### src/rtl/fc_pkg.sv
// Shared FC port definitions: RX port states, primitive ordered-set words
// and the state-to-primitive lookup used by the transmit scheduler.
package fc;

    typedef enum logic [3:0] {
        AC  = 4'd0,
        LR1 = 4'd1,
        LR2 = 4'd2,
        LR3 = 4'd3,
        LF1 = 4'd4,
        LF2 = 4'd5,
        OL1 = 4'd6,
        OL2 = 4'd7,
        OL3 = 4'd8
    } state_t;

    localparam logic [31:0] IDLE_WORD = 32'hBC95B5B5;
    localparam logic [31:0] OLS_WORD  = 32'hBC358A55;
    localparam logic [31:0] NOS_WORD  = 32'hBC55BF45;
    localparam logic [31:0] LR_WORD   = 32'hBC49BF49;
    localparam logic [31:0] LRR_WORD  = 32'hBC35BF49;
    localparam logic [3:0]  PRIM_K    = 4'b1000;

    function automatic logic [31:0] state_primitive(input state_t st);
        logic [31:0] w;
        case (st)
            OL1, LF1: w = OLS_WORD;
            OL2, LR1: w = LR_WORD;
            OL3, LF2: w = NOS_WORD;
            LR2:      w = LRR_WORD;
            LR3, AC:  w = IDLE_WORD;
            // unknown encodings fall back to Offline
            default:  w = OLS_WORD;
        endcase
        return w;
    endfunction

endpackage

### src/rtl/fc_tx_scheduler.sv
// FC transmit sequencer: primitive sequences, IDLE gap and frame pass-through.
// Define FC_TX_STATS_EN to add the frames_sent / frames_aborted counters.
module fc_tx_scheduler
    import fc::*;
#(
    parameter int MIN_IDLE = 6
`ifdef FC_TX_STATS_EN
    ,
    parameter int CNT_W = 16
`endif
) (
    input  logic        clk,
    input  logic        reset_n,
    input  state_t      state,
    input  logic        is_active,
    input  logic [31:0] frame_data,
    input  logic [3:0]  frame_datak,
    input  logic        frame_sop,
    input  logic        frame_eop,
    input  logic        frame_valid,
    output logic        frame_ready,
    output logic [31:0] tx_data,
    output logic [3:0]  tx_datak
`ifdef FC_TX_STATS_EN
    ,
    output logic [CNT_W-1:0] frames_sent,
    output logic [CNT_W-1:0] frames_aborted
`endif
);

    localparam int GW = $clog2(MIN_IDLE + 1);
    localparam logic [GW-1:0] GAP_FULL = GW'(MIN_IDLE);
    // the AC primitive is itself an IDLE, so Active entry needs one fewer
    localparam logic [GW-1:0] GAP_ENTRY = GW'(MIN_IDLE - 1);

    typedef enum logic [2:0] {
        S_PRIM,
        S_GAP,
        S_IDLE,
        S_FRAME,
        S_DROP
    } fsm_t;

    fsm_t          fsm_q, fsm_d;
    logic [GW-1:0] gap_q, gap_d, gap_dec;
    logic [31:0]   data_q, data_d;
    logic [3:0]    datak_q, datak_d;
    logic          leave;
    logic          sent_inc, abort_inc;

    assign leave   = (state != AC);
    assign gap_dec = (gap_q == '0) ? '0 : gap_q - 1'b1;

    always_comb begin
        fsm_d       = fsm_q;
        gap_d       = gap_q;
        data_d      = IDLE_WORD;
        datak_d     = PRIM_K;
        frame_ready = 1'b0;
        sent_inc    = 1'b0;
        abort_inc   = 1'b0;
        unique case (fsm_q)
            S_PRIM: begin
                data_d = state_primitive(state);
                if (!leave) begin
                    fsm_d = S_GAP;
                    gap_d = GAP_ENTRY;
                end
            end
            S_GAP: begin
                gap_d = gap_dec;
                if (leave) begin
                    fsm_d = S_PRIM;
                end else if (gap_dec == '0 && is_active) begin
                    fsm_d = S_IDLE;
                end
            end
            S_IDLE: begin
                if (leave) begin
                    fsm_d = S_PRIM;
                end else if (!is_active) begin
                    fsm_d = S_GAP;
                    gap_d = '0;
                end else begin
                    frame_ready = frame_valid;
                    if (frame_valid && frame_sop) begin
                        data_d  = frame_data;
                        datak_d = frame_datak;
                        if (frame_eop) begin
                            fsm_d    = S_GAP;
                            gap_d    = GAP_FULL;
                            sent_inc = 1'b1;
                        end else begin
                            fsm_d = S_FRAME;
                        end
                    end else if (frame_valid) begin
                        abort_inc = 1'b1;
                    end
                end
            end
            S_FRAME: begin
                frame_ready = 1'b1;
                if (frame_valid) begin
                    data_d  = frame_data;
                    datak_d = frame_datak;
                end
                if (frame_valid && frame_eop) begin
                    fsm_d    = leave ? S_PRIM : S_GAP;
                    gap_d    = GAP_FULL;
                    sent_inc = 1'b1;
                end else if (leave) begin
                    fsm_d     = S_DROP;
                    abort_inc = 1'b1;
                end
            end
            S_DROP: begin
                data_d      = state_primitive(state);
                frame_ready = 1'b1;
                if (frame_valid && frame_eop) begin
                    fsm_d = S_PRIM;
                end
            end
            default: fsm_d = S_PRIM;
        endcase
    end

    always_ff @(posedge clk or negedge reset_n) begin
        if (!reset_n) begin
            fsm_q   <= S_PRIM;
            gap_q   <= GAP_FULL;
            data_q  <= IDLE_WORD;
            datak_q <= PRIM_K;
        end else begin
            fsm_q   <= fsm_d;
            gap_q   <= gap_d;
            data_q  <= data_d;
            datak_q <= datak_d;
        end
    end

    assign tx_data  = data_q;
    assign tx_datak = datak_q;

`ifdef FC_TX_STATS_EN
    logic [CNT_W-1:0] sent_q, abort_q;

    always_ff @(posedge clk or negedge reset_n) begin
        if (!reset_n) begin
            sent_q  <= '0;
            abort_q <= '0;
        end else begin
            if (sent_inc) begin
                sent_q <= sent_q + 1'b1;
            end
            if (abort_inc) begin
                abort_q <= abort_q + 1'b1;
            end
        end
    end

    assign frames_sent    = sent_q;
    assign frames_aborted = abort_q;
`else
    logic stats_unused;
    assign stats_unused = sent_inc ^ abort_inc;
`endif

endmodule

### config.mk
export PLATFORM = sky130hd
export DESIGN_NAME = fc_tx_scheduler
export DESIGN_NICKNAME = d
export VERILOG_FILES = /design/src/rtl/fc_pkg.sv /design/src/rtl/fc_tx_scheduler.sv
export SDC_FILE = /design/constraint.sdc
export NUM_CORES = 1
export LEC_CHECK = 0
export CORE_MARGIN = 2
export CORE_UTILIZATION = 43
export CTS_BUF_LIST = sky130_fd_sc_hd__clkbuf_8
export CTS_CLUSTER_SIZE = 16
export DETAILED_ROUTE_END_ITERATION = 8
export PLACE_DENSITY_LB_ADDON = 0.05
export SETUP_SLACK_MARGIN = 0.2
export SLEW_MARGIN = 20
export SYNTH_ARGS = -nofsm -noshare
export SYNTH_HDL_FRONTEND = slang
export SYNTH_SLANG_ARGS = --single-unit
### constraint.sdc
create_clock -name clk -period 3.4 [get_ports clk]
set_input_delay 1.02 -clock clk [delete_from_list [all_inputs] [get_ports clk]]
set_output_delay 1.02 -clock clk [all_outputs]
set_load 0.02 [all_outputs]
# Word level (Yosys, flattened, before mapping)
# Memory sizes are Yosys's and may differ from the RTL's.
# Index checks and enable logic that the tools add are counted.
[totals]
ff_bits = 42
romBits = 576
in_bits = 46
output_inout_bits = 37
elab_cells = 64
mem_count = 2
[classes]
addsub = 1
n_eq_ne = 13
muxes = 33
reduce_logical = 11
[memory_table]
columns = ["memory", "words", "width", "rd", "rd_ports_with_merged_regs", "wr", "line_no", "rtl"]
rows = [
  ["(no name shown)", 16, 18, 1, 0, 0, "fc_pkg.sv:26", "case (st)"],
  ["(no name shown)", 16, 18, 1, 0, 0, "fc_pkg.sv:26", ""],
]
[ops]
columns = ["cell", "count"]
rows = [
  ["$mux 32", 4],
  ["$pmux 32 s4", 1],
  ["$mux 3", 16],
  ["$mux 4", 4],
  ["$pmux 3 s5", 1],
  ["$ne 3x3->1 const B", 4],
  ["$pmux 3 s4", 1],
  ["$logic_not 3->1", 3],
  ["$ne 2x2->1 const B", 4],
  ["$pmux 4 s2", 1],
  ["$reduce_bool 4->1", 2],
  ["$eq 3x2->1 const B", 2],
  ["$reduce_and 6->1", 1],
  ["$reduce_and 5->1", 1],
  ["$ne 4x4->1 const B", 1],
  ["$eq 3x1->1 const B", 1],
  ["$eq 3x3->1 const B", 1],
  ["$logic_and 1x1->1", 3],
  ["$mux 1", 3],
  ["$sub 3x1->3 const B", 1],
  ["$mux 2", 1],
  ["$pmux 1 s2", 1],
  ["$reduce_or 2->1", 1],
]

# Depth between registers and ports, before layout
# Gate-level depths: netlist of the first run.
[logic_depth]
word_depth = 7
depth_mapped = 8

# Worst setup path before layout of the first run
# Ideal clock, no wire load.
[synth_timing]
path_kind = "in2out"
from = "in state[0]"
to = "out frame_ready"
arrival_time_ns = 2.228
t_required_ns = 2.380
setup_slack_ns = 0.152
stages = 6
path_buffers = 1
cell_sequence = "inv_1 > ha_1 > or3b_1 > buf_2 > o31ai_1 > a22o_1"
[synth_between]
elab_chain_cells = 3
[synth_rtl]
columns = ["element", "line_no", "rtl"]
rows = [
  ["start: declaration", "fc_tx_scheduler.sv:14", "input state_t state,"],
  ["$reduce_bool 4->1", "fc_tx_scheduler.sv:51", "assign leave = (state != AC);"],
  ["$mux 1", "fc_tx_scheduler.sv:79", "if (leave) begin"],
  ["$pmux 1 s2", "fc_tx_scheduler.sv:62", "unique case (fsm_q)"],
  ["end: declaration", "fc_tx_scheduler.sv:21", "output logic frame_ready,"],
]
# No other way between the ends.

# Worst setup path in the final report of the first run
[layout_timing]
from = "in state[3]"
to = "out frame_ready"
# The elaborated chain is that of the path after synthesis.

==> reports/results.txt, run 1 <==
dpl cells: 303
setup TNS: 0 ps
sw frac: 0.240
fmax: 314 MHz
Register Area: 1080 sq um
leakage power: 1.27 nW
grt ovf: 0
Simple-Gate Fraction of Synth Area: 0.148
Synth cell types: 44
CP max stage delay: 420 ps
largest family of logic cells by synthesized area: compound AO/OA/AOI/OAI gates
cell with the most instances after synthesis: dfstp_2
multiplexer share of the synthesized area: 0.0332
main area contributors after synthesis: dfstp_2 31%, dfrtp_1 27%, a21oi_1 3.7%, inv_1 3.2%, and2_1 3.0%
mapped cell area: 1880 sq um
Setup Skew: 3.77 ps
clk sink count: 42
Post-Layout Cell Count: 313
die footprint: 4920 sq um
adder-cell share of the synthesized area: 0.0266
Die X: 70.2 um
Crit Path Class: primary input to output port
Fillers: 359
Gate power share: 0.175
chip height: 70.2 um
clock-pin slew on the worst setup and hold paths: 80 ps
post-synthesis sequential area ratio: 0.573
final antenna-violating net count: 0
Std-Cell Rows: 24
Layout Area Growth over Synthesis: 56.2%
initial drt markers: 56
Synth Area in XOR/XNOR: 0
min cycle time layout: 3180 ps
port bufs: 82
ys async rst share: 1.00
RSZ-0062 raised after global routing: true
share of layout cells above drive strength 1: 0.230
cts hold-fix bufs: 0
# Max-Cap Violations: 0
Antenna diodes: 0
synthesized area per cell: 11.4 sq um
DR DRC count: 0
P_int: 0.794 mW
Tcrit/Tclk final: 0.935
final wirelength: 4.29 mm
final hold vios: 0
Worst EP arrival: 2160 ps
wire per inst: 13.7 um
RePlAce Congestion: 0.788
Crit. End Element: output port
EDFF count, synth: 0
switching power: 0.251 mW
fin nets: 310
routed vias: 1575
crit path max fanout: 2
CTS tree: done
worst relative slew slack: 0.409
Synth area leader: dfstp_2
Syn Inst Count: 165
Final Max Tran Viols: 0
synth cell count leaders: 22 x dfstp_2, 20 x dfrtp_1, 16 x inv_1
CTS root buf: clkbuf_8
Clk network pwr share: 0.310
syn nets: 215
synth warn: 0
Worst Hold Slack: 507 ps
drt via density: 5.03
# IOs: 83
Post-DP HPWL: 3.24 mm
global-route wire length before repair: 7.31 mm
share of the synthesized area in the top cell type: 0.307
slew at the pin closest to its max-slew limit: 886 ps
status: finished clean
Peak supply drop: 229 uV
Multi-input gate area: 702 sq um
Top FF cell, synth: dfstp_2
clk_lat worst skew: 290 ps
H-tree levels: 2
Worst path slowest cell: or3b_4
CTS Buffer Depth: 2
Core Region: 4290 sq um
number of global-route vias before repair: 1570
power density over the cells: 356 nW/um^2
cell breakdown of the critical path: dlygate4sd2_1 > or3b_4 > o31ai_2 > a22o_1 > buf_6
gr usage total: 0.189
HP Class: register to register
Compound-Gate Fraction of Synth Area: 0.154
Startpoint Class: primary input
pin count of the biggest net entering global routing: 43
starting density of the core: 0.438
Yosys reg bits: 42
# setup viols final: 0
drt pass-1 iters: 4
antenna violations before repair: 0
Flop pwr share: 0.515
Req. time, crit path: 2380 ps
number of CTS-inserted buffers: 5
## cell families (layout without fill, tap and decap cells)
| logic type | Yosys count | count (layout) |
|---|---|---|
| adder cells (fa/ha/maj) | 4 | 4 |
| buffers and inverters | 26 | 122 |
| AND/OR/NAND/NOR | 46 | 46 |
| multiplexers | 6 | 6 |
| AO/OA/AOI/OAI | 41 | 41 |
| flip-flops | 42 | 42 |
## critical path, delay by kind of cell
| kind | cells | cell delay (ps) |
|---|---|---|
| compound gates | 2 | 360 |
| buf+inv | 2 | 370 |
| simple gates | 1 | 420 |
## repair_timing
action | 4_1_cts | 5_1_grt
pin swaps | 4 | 1
setup buffers | 2 | 0
setup endpoints to repair | 1 | 1
gates resized for setup | 21 | 1
## layer usage
| metal | global-route usage | vias to the layer above | share of wire |
|---|---|---|---|
| met1 | 0.236 | 761 | 0.41 |
| met4 | 0.0513 | 0 | 0.011 |
| met2 | 0.320 | 57 | 0.51 |
| met3 | 0.0563 | 6 | 0.068 |
| met5 | 0 | - | 0 |
| li1 | - | 751 | - |
## layout make-up
class	instances	share of cell area
repair buffers	98	0.319
inverters	16	0.0221
clock inverters	2	0.00298
flip-flops and latches	42	0.367
well taps	52	0.0221
multi-input cells	97	0.239
clock buffers	6	0.0281
## stage by stage
step                 util  total power [mW]  worst slack, ps  cell area (sq um)
global route        0.684              1.10              176               2940
global placement    0.658             0.723             -690               2820
CTS                 0.683              1.06              208               2930
finish              0.684              1.05              219               2940
detailed placement  0.658             0.730             -734               2820
floorplan               -             0.615              210               1910
## flip-flops by register name (all words and copies together), names as in the netlist
register	cells
tx_datak	4
fsm_q	3
tx_data	32
gap_q	3
## worst paths after layout
check | startpoint | to | slack, ps | cells past startpoint
max reg2reg | fsm_q[0] | gap_q[1] | 1460 | 4
min | gap_q[2] | gap_q[2] | 510 | 1
min in group asynchronous | reset_n | tx_data[24] | 850 | 1
max | state[3] | frame_ready | 220 | 5
min reg2reg | gap_q[2] | gap_q[2] | 510 | 1
max in group asynchronous | reset_n | tx_data[17] | 2000 | 1
## layout by cell type (no fill, tap or decap), types with 3 or more instances in the layout
cell,count
clkbuf_8,6
dfrtp_1,20
nand2_1,3
clkdlybuf4s50_1,76
o21ai_0,4
mux2i_1,4
nand3_1,7
a21oi_1,14
nor2_1,5
buf_6,3
dfstp_2,22
inv_1,15
buf_4,16
nand2b_1,9
a21o_1,5
and2_1,9
ha_1,3
## power by group through the flow
| stage | clock network, mW | registers, mW | logic [mW] |
|---|---|---|---|
| 6_report | 0.324 | 0.538 | 0.183 |
| 5_1_grt | 0.362 | 0.541 | 0.198 |
| 3_3_place_gp | 0 | 0.546 | 0.177 |
| 2_1_floorplan | 0 | 0.567 | 0.0480 |
| 4_1_cts | 0.336 | 0.538 | 0.185 |
| 3_5_place_dp | 0 | 0.547 | 0.183 |
Power figures use the tool's default switching activity.
==> run 2, diff against run 1 <==
- SETUP_SLACK_MARGIN: 0.2 -> 0.15
- clock period: 3.4 -> 3.25 ns (I/O delays scaled with it)
==> run 2 against run 1 <==
  * Non-clock buffer count fell by 2
  * Final area increased by 0.30%
  * Wire length up 2.7%
  * Combinational power is 4% higher
  * Critical path depth is 2 higher
  * Via count shrank 2.1%
  * Critical path type unchanged
  * Largest cell class unchanged
==> reports/results.txt, run 2 (same netlist as run 1, synthesis figures left out) <==
min cycle time layout: 3090 ps
global-route wire length before repair: 7.12 mm
# IOs: 83
Startpoint Class: primary input
# Max-Cap Violations: 0
power density over the cells: 390 nW/um^2
Post-DP HPWL: 3.18 mm
slew at the pin closest to its max-slew limit: 887 ps
Tcrit/Tclk final: 0.949
fmax: 324 MHz
sw frac: 0.229
antenna violations before repair: 0
CTS tree: done
clock-pin slew on the worst setup and hold paths: 70 ps
Antenna diodes: 0
switching power: 0.263 mW
cts hold-fix bufs: 0
final hold vios: 0
CTS root buf: clkbuf_8
number of global-route vias before repair: 1577
drt pass-1 iters: 4
Layout Area Growth over Synthesis: 56.6%
PnR worst setup slack: 165 ps
Placement Setup Slack: -798 ps
gr usage total: 0.186
Flop pwr share: 0.490
share of layout cells above drive strength 1: 0.220
fin util: 0.686
die footprint: 4920 sq um
CP max stage delay: 390 ps
Setup Skew: 4.29 ps
Clk network pwr share: 0.343
drt via density: 4.96
max reg flops: 32
Final Max Tran Viols: 0
Core Region: 4290 sq um
port bufs: 82
number of CTS-inserted buffers: 5
cell breakdown of the critical path: buf_2 > inv_4 > ha_4 > or3b_4 > o31ai_2 > a22o_1 > buf_6
final wirelength: 4.40 mm
H-tree levels: 2
initial drt markers: 66
HP Class: register to register
Gate power share: 0.166
worst relative slew slack: 0.409
RePlAce Congestion: 0.811
pin count of the biggest net entering global routing: 43
fin nets: 308
CP bufs+invs: 3
chip height: 70.2 um
P_int: 0.885 mW
# setup viols final: 0
Die X: 70.2 um
starting density of the core: 0.438
crit path max fanout: 2
grt ovf: 0
RSZ-0062 raised after global routing: true
status: finished clean
final antenna-violating net count: 0
routed vias: 1542
wire per inst: 14.2 um
Req. time, crit path: 2270 ps
CTS Buffer Depth: 2
Peak supply drop: 232 uV
clk sink count: 42
Worst EP arrival: 2110 ps
Crit Path Class: primary input to output port
Worst path slowest cell: or3b_4
most frequent cells in the layout: 76 x clkdlybuf4s50_1, 22 x dfstp_2, 20 x dfrtp_1
commonest non-fill, non-tap cell in the layout: clkdlybuf4s50_1
Crit. End Element: output port
clk_lat worst skew: 290 ps
DR DRC count: 0
Std-Cell Rows: 24
leakage power: 1.27 nW
CP delay by family, top: simple AND/OR/NAND/NOR gates
run 2: cell types whose count changed in the layout (fill, tap and decap cells not counted), sizes merged:
cell    before  now
bufinv       0    1
inv         17   18
buf         20   18
clkinv       1    0
clkbuf       6    5
run 2: area by class of cell:
cell class	count	area [sq um]
multi-input cells	97	702
inverters	16	67.6
well taps	52	65.1
clock buffers	5	68.8
fillers	315	1350
clock inverters	3	37.5
flip-flops and latches	42	1080
repair buffers	96	928
run 2: path summary, 6_finish.rpt:
kind	startpoint	end	slack, ps	cells after the start
worst max-delay path	state[0]	frame_ready	160	7
worst min-delay path	gap_q[2]	gap_q[2]	520	1
max in group asynchronous	reset_n	tx_data[22]	1890	1
worst max register to register	fsm_q[0]	gap_q[1]	1310	4
min in group asynchronous	reset_n	tx_data[9]	800	1
worst min register to register	gap_q[2]	gap_q[2]	520	1
run 2: worst register-to-register path, stage by stage (launching register included):
cell     delay [ps]
dfrtp_1         630
inv_1           220
or4b_2          700
a31oi_1         180
mux2_2          170
run 2: routing by layer:
metal	share of wire	GRT usage
met5	0	0
met4	0.013	0.0641
met3	0.067	0.0606
met2	0.49	0.327
met1	0.43	0.211
run 2: timing repair:
item | 4_1_cts | 5_1_grt
pin swaps | 3 | 1
endpoints found under the setup margin | 1 | 1
buffers inserted | 1 | 0
resized for setup | 20 | 0
run 2: metrics by stage:
step	std cells	TNS [ps]	hold WS [ps]	area (sq um)	power [mW]
2_1_floorplan	165	0	472	1910	0.644
3_3_place_gp	302	-775	491	2830	0.757
3_5_place_dp	302	-798	513	2830	0.763
4_1_cts	311	0	523	2950	1.16
5_1_grt	311	0	550	2950	1.20
6_report	311	0	520	2950	1.15
run 2: power by group through the flow:
stage	Clock, mW	Combinational (mW)	Sequential [mW]
after floorplan	0	0.0503	0.593
after global placement	0	0.186	0.571
after detailed placement	0	0.191	0.572
after CTS	0.405	0.193	0.563
after global routing	0.428	0.205	0.566
final	0.394	0.191	0.563
